**config.mk**
```make
export PLATFORM = sky130hd
export DESIGN_NAME = fmul_issue
export DESIGN_NICKNAME = d
export VERILOG_FILES = /design/src/rtl/fpu_pkg.sv /design/src/rtl/fmul_rsp_fifo.sv /design/src/rtl/fmul_issue.sv
export SDC_FILE = /design/constraint.sdc
export NUM_CORES = 1
export LEC_CHECK = 0
export ABC_CLOCK_PERIOD_IN_PS = 6400
export BUFFER_PORTS_ARGS = -buffer_cell sky130_fd_sc_hd__buf_4
export CAP_MARGIN = 20
export CORE_MARGIN = 2
export CORE_UTILIZATION = 55
export CTS_CLUSTER_DIAMETER = 50
export DETAILED_ROUTE_END_ITERATION = 16
export HOLD_SLACK_MARGIN = 0.03
export PLACE_DENSITY = 0.78
export SETUP_SLACK_MARGIN = 0.5
export SYNTH_ARGS = -nofsm -noshare
export SYNTH_HDL_FRONTEND = slang
export SYNTH_SLANG_ARGS = --single-unit
```
**constraint.sdc**
```tcl
create_clock -name clk -period 6.4 [get_ports clk]
set_clock_uncertainty 0.05 [all_clocks]
set_input_delay 0.96 -clock clk [delete_from_list [all_inputs] [get_ports clk]]
set_output_delay 0.96 -clock clk [all_outputs]
set_load 0.02 [all_outputs]
```
**src/rtl/fpu_pkg.sv**
```systemverilog
// Shared FPU definitions: multiplier latency and the result record carried
// from the multiplier back to the issue logic.
package fpu_pkg;

  localparam int unsigned FP_W       = 32;
  localparam int unsigned FMUL_LAT   = 3;
  // Tag field of the buffered result; requesters must not use wider tags.
  localparam int unsigned FMUL_TAG_W = 5;

  typedef struct packed {
    logic [FMUL_TAG_W-1:0] tag;
    logic [FP_W-1:0]       y;
  } fmul_rsp_t;

endpackage

```
**src/rtl/fmul_rsp_fifo.sv**
```systemverilog
// Circular result buffer for fmul_issue. Push and pop may both occur in
// one cycle, including when full; the caller prevents overflow.
module fmul_rsp_fifo
  import fpu_pkg::*;
#(
  parameter int unsigned DEPTH = 8
) (
  input  logic      clk,
  input  logic      rstn,
  input  logic      push,
  input  fmul_rsp_t push_data,
  input  logic      pop,
  output fmul_rsp_t pop_data,
  output logic      full,
  output logic      empty
);

  localparam int unsigned PTR_W = (DEPTH > 1) ? $clog2(DEPTH) : 1;
  localparam int unsigned CNT_W = $clog2(DEPTH + 1);

  fmul_rsp_t        mem_q [DEPTH];
  logic [PTR_W-1:0] wr_ptr_q, wr_ptr_d;
  logic [PTR_W-1:0] rd_ptr_q, rd_ptr_d;
  logic [CNT_W-1:0] cnt_q, cnt_d;
  logic             do_pop;

  function automatic logic [PTR_W-1:0] ptr_inc(input logic [PTR_W-1:0] p);
    return (p == PTR_W'(DEPTH - 1)) ? '0 : p + PTR_W'(1);
  endfunction

  // Pointer and occupancy update
  always_comb begin
    wr_ptr_d = wr_ptr_q;
    rd_ptr_d = rd_ptr_q;
    cnt_d    = cnt_q;
    do_pop   = pop && (cnt_q != '0);
    if (push)   wr_ptr_d = ptr_inc(wr_ptr_q);
    if (do_pop) rd_ptr_d = ptr_inc(rd_ptr_q);
    case ({push, do_pop})
      2'b10:   cnt_d = cnt_q + CNT_W'(1);
      2'b01:   cnt_d = cnt_q - CNT_W'(1);
      default: cnt_d = cnt_q;
    endcase
  end

  always_ff @(posedge clk or negedge rstn) begin
    if (!rstn) begin
      wr_ptr_q <= '0;
      rd_ptr_q <= '0;
      cnt_q    <= '0;
    end else begin
      wr_ptr_q <= wr_ptr_d;
      rd_ptr_q <= rd_ptr_d;
      cnt_q    <= cnt_d;
    end
  end

  // Storage is data-only; validity comes from the counter
  always_ff @(posedge clk) begin
    if (push) mem_q[wr_ptr_q] <= push_data;
  end

  assign full     = (cnt_q == CNT_W'(DEPTH));
  assign empty    = (cnt_q == '0);
  assign pop_data = empty ? '0 : mem_q[rd_ptr_q];

endmodule

```
**src/rtl/fmul_issue.sv**
```systemverilog
// Issue/return wrapper for an external pipelined fmul: tracks in-flight
// requests by tag, buffers results in order and applies credit backpressure.
module fmul_issue
  import fpu_pkg::*;
#(
  parameter int unsigned DEPTH = 8,
  parameter int unsigned TAG_W = 5,
  parameter int unsigned LAT   = FMUL_LAT
) (
  input  logic             clk,
  input  logic             rstn,
  input  logic             req_valid,
  output logic             req_ready,
  input  logic [FP_W-1:0]  req_x1,
  input  logic [FP_W-1:0]  req_x2,
  input  logic [TAG_W-1:0] req_tag,
  output logic [FP_W-1:0]  fmul_x1,
  output logic [FP_W-1:0]  fmul_x2,
  input  logic [FP_W-1:0]  fmul_y,
  output logic             rsp_valid,
  input  logic             rsp_ready,
  output logic [FP_W-1:0]  rsp_y,
  output logic [TAG_W-1:0] rsp_tag,
  output logic             busy
);

  localparam int unsigned OCC_W = $clog2(DEPTH + 1);

  logic                       accept;
  logic                       handoff;
  logic [LAT-1:0]             vld_q;
  logic [LAT-1:0][TAG_W-1:0]  tag_q;
  logic [OCC_W-1:0]           occ_q, occ_d;
  logic                       req_ready_q;
  logic                       busy_q;
  logic                       fifo_push;
  logic                       fifo_full;
  logic                       fifo_empty;
  fmul_rsp_t                  fifo_wdata;
  fmul_rsp_t                  fifo_rdata;

  assign fmul_x1 = req_x1;
  assign fmul_x2 = req_x2;

  assign accept  = req_valid && req_ready_q;
  assign handoff = rsp_valid && rsp_ready;

  // Tag/valid shadow of the multiplier pipeline
  always_ff @(posedge clk or negedge rstn) begin
    if (!rstn) begin
      vld_q <= '0;
      tag_q <= '0;
    end else begin
      vld_q[0] <= accept;
      tag_q[0] <= req_tag;
      for (int i = 1; i < LAT; i++) begin
        vld_q[i] <= vld_q[i-1];
        tag_q[i] <= tag_q[i-1];
      end
    end
  end

  // Credit guard never blocks in practice; kept so the buffer cannot be overrun
  assign fifo_push  = vld_q[LAT-1] && (!fifo_full || handoff);
  assign fifo_wdata = '{tag: FMUL_TAG_W'(tag_q[LAT-1]), y: fmul_y};

  fmul_rsp_fifo #(
    .DEPTH (DEPTH)
  ) u_rsp_fifo (
    .clk       (clk),
    .rstn      (rstn),
    .push      (fifo_push),
    .push_data (fifo_wdata),
    .pop       (handoff),
    .pop_data  (fifo_rdata),
    .full      (fifo_full),
    .empty     (fifo_empty)
  );

  assign rsp_valid = !fifo_empty;
  assign rsp_y     = fifo_rdata.y;
  assign rsp_tag   = TAG_W'(fifo_rdata.tag);

  // Outstanding-request count covers both pipeline and buffer
  always_comb begin
    occ_d = occ_q;
    case ({accept, handoff})
      2'b10:   occ_d = occ_q + OCC_W'(1);
      2'b01:   occ_d = occ_q - OCC_W'(1);
      default: occ_d = occ_q;
    endcase
  end

  always_ff @(posedge clk or negedge rstn) begin
    if (!rstn) begin
      occ_q       <= '0;
      req_ready_q <= 1'b1;
      busy_q      <= 1'b0;
    end else begin
      occ_q       <= occ_d;
      req_ready_q <= (occ_d < OCC_W'(DEPTH));
      busy_q      <= (occ_d != '0);
    end
  end

  assign req_ready = req_ready_q;
  assign busy      = busy_q;

endmodule
```
==> impl_metrics.csv <==
group,metric,value,unit
routing,ant_nets,0,
clock_tree,cts_hold_buf,0,
sta,rsz0062_at_grt,"false",
critical_path,crit_path_end_kind,"output pin",
yosys,synth_area_leaders,"edfxtp_1, mux4_2, dfrtp_1",
yosys,synth_compound_area_share,0.8794,%
placed_design,hpwl,13.35,mm
clock_tree,root_buffer,"clkbuf_16",
yosys,synthAdderAreaFrac,0.9456,%
die,core,23540,um^2
critical_path,crit-reg2reg-launch,"u_rsp_fifo.cnt_q[2]",
yosys,yosysTopAreaCell,"edfxtp_1",
clock_tree,cts_tree,"done",
critical_path,startpoint,"u_rsp_fifo.rd_ptr_q[0]",
routing,drcViolationCount,0,
clock_tree,post_cts_buffers,0,
die,placementRows,56,
final_layout,area_growth,11.91,%
clock_tree,cts-resized-gates,0,
critical_path,crit_type,"flop to output pin",
hold_path,whs_path_depth,0,
sta,slew_headroom,25.32,%
critical_path,worstSetupStartpointType,"flop",
critical_path,cp_max_fo,43,
yosys,yosysWarnings,0,
routing,vias,6096,
critical_path,r2r_slack,3460,ps
power_and_ir_drop,peakVddDrop,0.3376,mV
sta,timing.fmax,255.1,MHz
clock_tree,cts.sinks,330,
yosys,synth_cells,650,
grt,grt_pass1_vias,6556,
flow_run,max_cap_violations,0,
clock_tree,clockBufferDepth,3,
final_layout,fin_util,62.89,%
critical_path,r2r_end,"busy",
final_layout,drive_gt1_share,32.31,%
die,fp.dieH,159.1,um
final_layout,n_antenna_cell,0,
yosys,syn_area_per_cell,20.36,um^2
yosys,synth.area.mux_share,15.95,%
power_and_ir_drop,cellPowerDensity,462.5,nW/um^2
grt,grt_max_degree,77,
clock_tree,htreeDepth,2,
routing,drt_iter0_drc,495,
clock_tree,numCtsBuffers,35,
routing,via_per_inst,5.896,
yosys,synth.distinct_cells,44,
die,die_x,159.1,um
routing,drt-total-wl,24.84,mm
hold_path,holdPathEnd,"fifo_wdata[33]",
hold_path,hp-class,"flop to flop",
yosys,synthSimpleGateAreaFrac,2.582,%
grt,grt_antenna_before_repair,0,
outcome,status,"completed",
yosys,syn_nets,765,
sta,final.setup.tns,0,ps
die,die-area,25310,um^2
yosys,ys_seq_area_share,73.62,%
hold_path,min-delay-start,"tag_q[6]",
sta,finalCritPeriodShare,61.25,%
yosys,synth_largest_type_area_fraction,67.18,%
clock_tree,clk_latency,520,ps
sta,period_minus_slack,3920,ps
placed_design,gp_congestion,0.7135,
sta,hold_viol,0,
clock_tree,clk_pin_slew_worst_paths,60,ps
critical_path,required,5390,ps
sta,setup_violations,0,
yosys,ys_ff_latch,330,
final_layout,final_cell_mix,"edfxtp_1, buf_4, mux4_2",
yosys,synth_xor_area_share,0.6619,%
critical_path,arrival,2910,ps
die,ios,209,
sta,tightest_slew,1120,ps
yosys,synth_top_family_by_area,"multiplexers",
final_layout,fin_nets,804,
grt,grt_overflow,0,
power_and_ir_drop,p_leak,5.054,nW
grt,grtUsageTotal,19.83,%
routing,avgRoutedWirePerCell,24.02,um
routing,first_pass_iters,4,
sta,drv_slew,0,
grt,grt_pass1_wl,37.99,mm
critical_path,worst_r2r_path_depth,11,
final_layout,final_common_cell,"edfxtp_1",
placed_design,numPortBuffers,80,
yosys,synth_area,13230,um^2
die,start_util,56.20,%
synth_stat cells (all sizes together):
library cell	instances
nor3	6
dfstp	1
mux2	4
inv	5
and3b	1
o21bai	1
xnor2	5
a21o	2
xor2	5
a21boi	1
buf	82
a21oi	3
dfrtp	33
nand2	8
mux4	74
clkbuf	9
edfxtp	296
ha	10
a211oi	2
nor4	2
o41ai	1
or2	1
nand4b	1
nor2	45
nand3	1
nand3b	1
mux2i	38
a211o	1
nand4bb	1
o21ai	1
nand2b	6
a311o	1
nor4b	1
nor2b	1
per-layer routing:
metal / track usage, % / routed length [um] / up-vias
met1: 25.62 / 9705 / 3183
met5: 0 / 0 / -
met4: 6.446 / 682 / 0
met2: 33.81 / 12800 / 238
li1: - / - / 2584
met3: 4.480 / 1651 / 91
power breakdown:
| group | internal, mW | switching [mW] |
|---|---|---|
| Clock | 1.11 | 0.789 |
| Sequential | 2.62 | 0.254 |
| Combinational | 1.01 | 1.07 |
| Total | 4.74 | 2.11 |
logic make-up after synthesis:
group           Yosys count
compound gates           13
xor+xnor                 10
fa+ha+maj                10
buf+inv                  96
flops                   330
mux                     116
simple gates             75
through the flow:
stage	cells	hold WS, ps	area, um^2	worst slack (ps)	power, mW
2_1_floorplan	650	281.2	13230	1049	4.397
3_3_place_gp	970	284.7	13690	2656	4.911
3_5_place_dp	971	285.8	13720	2923	5.010
4_1_cts	1034	300.8	14810	2382	6.925
5_1_grt	1034	304.9	14810	2240	7.152
6_report	1034	298.9	14810	2480	6.847
worst max path at each step:
| stage | end |
|---|---|
| final | rsp_y[22] |
| after detailed placement | rsp_y[22] |
| after CTS | rsp_y[22] |
| after global placement | rsp_y[4] |
| after floorplan | u_rsp_fifo.mem_q[0][0] |
| after global routing | rsp_y[22] |
layout make-up:
cell class              instances  area (um^2)
clock buffers                  49        969.7
clock inverters                14        115.1
fillers                      1597         8736
inverters                       5        18.77
multi-input cells             224         2836
flip-flops and latches        330         9749
well taps                     319        399.1
repair buffers                 93        718.2
worst max-delay path, stage by stage (launching register included):
cell and delay, ps:
dfrtp_4 660, buf_16 330, buf_4 400, mux4_2 560, mux2i_1 170, nor2_1 70
buf_4 180
flip-flops by register name, indices dropped and copies added (netlist names):
register / flops
u_rsp_fifo.mem_q: 296
tag_q: 10
vld_q: 3
u_rsp_fifo.wr_ptr_q: 3
occ_q: 4
u_rsp_fifo.rd_ptr_q: 3
req_ready: 1
fifo_wdata: 5
u_rsp_fifo.cnt_q: 4
busy: 1
Power figures use the tool's default switching activity.
